==> config.mk <==
export PLATFORM = sky130hd
export DESIGN_NAME = mult_datapath
export DESIGN_NICKNAME = d
export VERILOG_FILES = /design/src/rtl/mult_datapath.sv
export SDC_FILE = /design/constraint.sdc
export NUM_CORES = 1
export LEC_CHECK = 0
export BUFFER_PORTS_ARGS = -buffer_cell sky130_fd_sc_hd__buf_4
export CAP_MARGIN = 20
export CORE_MARGIN = 2
export CORE_UTILIZATION = 30
export CTS_BUF_LIST = sky130_fd_sc_hd__clkbuf_8
export DETAILED_ROUTE_END_ITERATION = 12
export MAX_ROUTING_LAYER = met4
export PLACE_DENSITY = 0.54
export SETUP_SLACK_MARGIN = 0.05
export SYNTH_ARGS = -nofsm -noshare
export SYNTH_HDL_FRONTEND = slang
export SYNTH_SLANG_ARGS = --single-unit
==> constraint.sdc <==
create_clock -name Clk -period 2 [get_ports Clk]
set_input_delay 0.1 -clock Clk [delete_from_list [all_inputs] [get_ports Clk]]
set_output_delay 0.1 -clock Clk [all_outputs]
set_load 0.01 [all_outputs]
==> src/rtl/mult_datapath.sv <==
// Register and arithmetic datapath for the signed shift-add multiplier.
// It holds X:A:B and applies the Clear/Add/Sub/Shift/Load strobes from the control FSM.
module mult_datapath #(
  parameter int WIDTH = 8
) (
  input  logic             Clk,
  input  logic             Reset,
  input  logic             Load_B,
  input  logic             Clear_XA,
  input  logic             Add,
  input  logic             Sub,
  input  logic             Shift_En,
  input  logic [WIDTH-1:0] S,
  output logic             X,
  output logic [WIDTH-1:0] Aval,
  output logic [WIDTH-1:0] Bval,
  output logic             M
);

  logic             arith;
  logic             shift_ok;
  logic [WIDTH:0]   a_ext;
  logic [WIDTH:0]   s_ext;
  logic [WIDTH:0]   sum;

  // B may only shift when A shifts too, so one qualified shift strobe feeds both registers.
  always_comb begin
    arith    = Add | Sub;
    shift_ok = Shift_En & Load_B & ~arith & ~Clear_XA;
    a_ext    = {Aval[WIDTH-1], Aval};
    s_ext    = {S[WIDTH-1], S};
    sum      = Sub ? (a_ext - s_ext) : (a_ext + s_ext);
  end

  always_ff @(posedge Clk) begin
    if (!Reset) begin
      X    <= 1'b0;
      Aval <= '0;
      Bval <= '0;
    end else begin
      if (Clear_XA) begin
        X    <= 1'b0;
        Aval <= '0;
      end else if (arith) begin
        {X, Aval} <= sum;
      end else if (shift_ok) begin
        Aval <= {X, Aval[WIDTH-1:1]};
      end

      if (!Load_B) begin
        Bval <= S;
      end else if (shift_ok) begin
        Bval <= {Aval[0], Bval[WIDTH-1:1]};
      end
    end
  end

  assign M = Bval[0];

endmodule
==> impl_metrics.env <==
export IMPL_synth_edf_count=0
export IMPL_groute_usage_overall_pct=16.3
export IMPL_grt_max_degree=17
export IMPL_syn_nets=182
export IMPL_min_period_ns=1.96
export IMPL_p_switching_uw=412
export IMPL_p_int_uw=780
export IMPL_yosysSeqAreaShare_pct=25.2
export IMPL_avgSynthCellArea_um2=8.59
export IMPL_grt_pass1_wl_um=6400
export IMPL_vias=1356
export IMPL_grt_pass1_vias=1347
export IMPL_pwr_share_comb_pct=44.8
export IMPL_critPathArrivalTime_ns=2.10
export IMPL_switching_share_pct=34.6
export IMPL_row_count=24
export IMPL_tightest_slew_ns=0.550
export IMPL_p_total_mw=1.19
export IMPL_cts_tree="built"
export IMPL_wl_um=4000
export IMPL_setup_ws_ns=0.0368
export IMPL_ios=33
export IMPL_antenna_found_initial=0
export IMPL_slew_headroom_pct=63.2
export IMPL_core_um2=4350
export IMPL_drt_pass1_iterations=4
export IMPL_synth_cell_types=35
export IMPL_worstSetupStartpointType="input port"
export IMPL_cts_sinks=17
export IMPL_finClkSkew_ns=0.00999
export IMPL_crit_path_end_kind="register"
export IMPL_rsz0062_at_grt="true"
export IMPL_drive_gt1_share_pct=45.7
export IMPL_finalCritPeriodShare_pct=98.2
export IMPL_setup_viol=0
export IMPL_cts_clk_slew_worst_paths_ns=0.08
export IMPL_drc_errors=0
export IMPL_syn_cell_area_um2=1350
export IMPL_syn_to_final_growth_pct=51.4
export IMPL_vias_per_cell=5.18
export IMPL_final_cells=262
export IMPL_nNetsFinal=236
export IMPL_dp_cells=255
export IMPL_required_ns=2.14
export IMPL_initial_core_util_pct=31.0
export IMPL_syn_inst=157
export IMPL_die_w_um=71.1
export IMPL_p_leak_nw=0.960
export IMPL_place_hpwl_um=3010
export IMPL_worstSkewPairLatency_ns=0.25
export IMPL_overflow=0
export IMPL_finalHoldViolCount=0
export IMPL_drt_iter0_markers=58
export IMPL_hold_class="input port to register"
export IMPL_gp_congestion=0.875
export IMPL_cts_root_buf="clkbuf_8"
export IMPL_die_h_um=71.1
export IMPL_h_tree_depth=1
export IMPL_cts_buffers=3
export IMPL_pre_cts_slack_ns=-0.345
export IMPL_ys_flop_type="dfxtp_1"
export IMPL_max_freq_mhz=509
export IMPL_die_area_um2=5050
export IMPL_synth_seq_cells=17
export IMPL_yosys_warnings=0
export IMPL_cts_max_path_buffers=2
export IMPL_outcome="finished, final reports clean"
export IMPL_clock_power_share_pct=22.2
export IMPL_async_flop_share_pct=0
export IMPL_p_per_area_nw_per_um2=584
export IMPL_drv_cap=0
export IMPL_whs_ns=0.141
export IMPL_cp_max_fo=3
export IMPL_vdd_drop_max_uv=352
export IMPL_port_buffers=32
export IMPL_wire_per_inst_um=15.3
export IMPL_seqPwrFrac_pct=33.0
export IMPL_slew_violations=0
export IMPL_antenna_cells=0
export IMPL_ctsHoldBuffers=0
export IMPL_fill_cells=439
export IMPL_drtAntennaViolNets=0
export IMPL_path_class="input port to register"
-- cell usage in the layout (no fill, tap or decap), types with 4 or more instances in the layout --
cell / n
a211oi_1: 6
a21oi_1: 5
buf_4: 52
dfxtp_1: 15
inv_1: 7
mux2_2: 4
mux2i_1: 8
nand2_1: 11
nor2_1: 12
nor3_2: 4
o211a_1: 8
o211ai_1: 4
o21ai_0: 6
or3_1: 4
xnor2_1: 8
-- power by group through the flow --
stage | logic (mW) | clock network (mW) | registers (mW)
floorplan | 0.255 | 0 | 0.409
global placement | 0.439 | 0 | 0.399
detailed placement | 0.450 | 0 | 0.401
CTS | 0.483 | 0.274 | 0.393
global route | 0.583 | 0.298 | 0.398
finish | 0.534 | 0.265 | 0.394
-- kinds of logic (layout without fill, tap and decap cells) --
logic type / Yosys count / after routing / share of synthesized area, %
and+or+nand+nor: 48 / 48 / 17.7
muxes: 13 / 13 / 10.1
xor gates and xnor gates: 10 / 10 / 6.49
AOI/OAI and AO/OA: 41 / 41 / 23.2
DFF: 17 / 17 / 25.2
adders and majority gates: 10 / 10 / 9.83
buffers and inverters: 18 / 71 / 7.42
-- synth_stat cells (3+ instances only) --
cell      instances  area (um2)
dfxtp_1          17         340
nor2_1           14        52.6
nand2_1          11        41.3
inv_1            10        37.5
ha_1              9         113
xnor2_1           9        78.8
mux2i_1           8        80.1
o211a_1           8        80.1
nor3_1            7        35.0
a211oi_1          6        45.0
a21oi_1           6        30.0
o21ai_0           6        30.0
mux2_2            5        56.3
a31oi_1           4        25.0
o211ai_1          4        30.0
or3_1             4        25.0
buf_6             3        33.8
nor2b_1           3        18.8
or2_1             3        18.8
-- metrics by stage --
stage               TNS [ns]  area [um2]  utilization (%)
floorplan            -0.0273        1390                -
global placement      -0.999        1790             41.2
detailed placement     -1.10        1790             41.2
CTS                        0        1920             44.1
global route         -0.0676        2040             46.9
finish                     0        2040             46.9
-- critical path, cell delays in order --
cell,delay [ns]
buf_12,0.11
inv_12,0.04
ha_4,0.11
nor3b_4,0.20
nor2_2,0.07
xnor2_2,0.15
ha_1,0.31
or2_1,0.22
a21oi_2,0.16
a311oi_2,0.07
or3_1,0.37
a41o_1,0.18
-- cell type report --
type	count	area (um2)	share of cell area, %
inverters	10	55.1	2.70
multi-input cells	122	1070	52.6
clock buffers	3	41.3	2.02
well taps	52	65.1	3.19
repair buffers	57	459	22.5
flip-flops and latches	17	343	16.8
clock inverters	1	5.00	0.245
-- flip-flops by register name, summed over array words and instances (netlist names) --
name,cells
Bval,8
X,1
Aval,8
-- worst paths after layout --
path	start	endpoint	slack, ns	depth (start not counted)
worst min register to register	Bval[2]	Bval[2]	0.54	1
worst max-delay path	S[1]	Aval[7]	0.04	12
worst min-delay path	Reset	Bval[2]	0.14	2
worst max register to register	Aval[0]	X	0.09	9
-- layer usage --
| layer | global-route usage (%) | up-vias | wire [um] |
|---|---|---|---|
| li1 | - | 676 | - |
| met1 | 21.1 | 645 | 1880 |
| met2 | 27.1 | 33 | 1940 |
| met3 | 2.56 | 2 | 165 |
| met4 | 2.94 | 0 | 17 |
| met5 | - | - | 0 |
-- timing repair --
action | CTS | global route
gates resized for setup | 15 | 24
setup buffers | 2 | 1
endpoints found under the setup margin | 3 | 4
pin swaps | 12 | 13
Note: power is estimated with default switching activity, not from simulation.
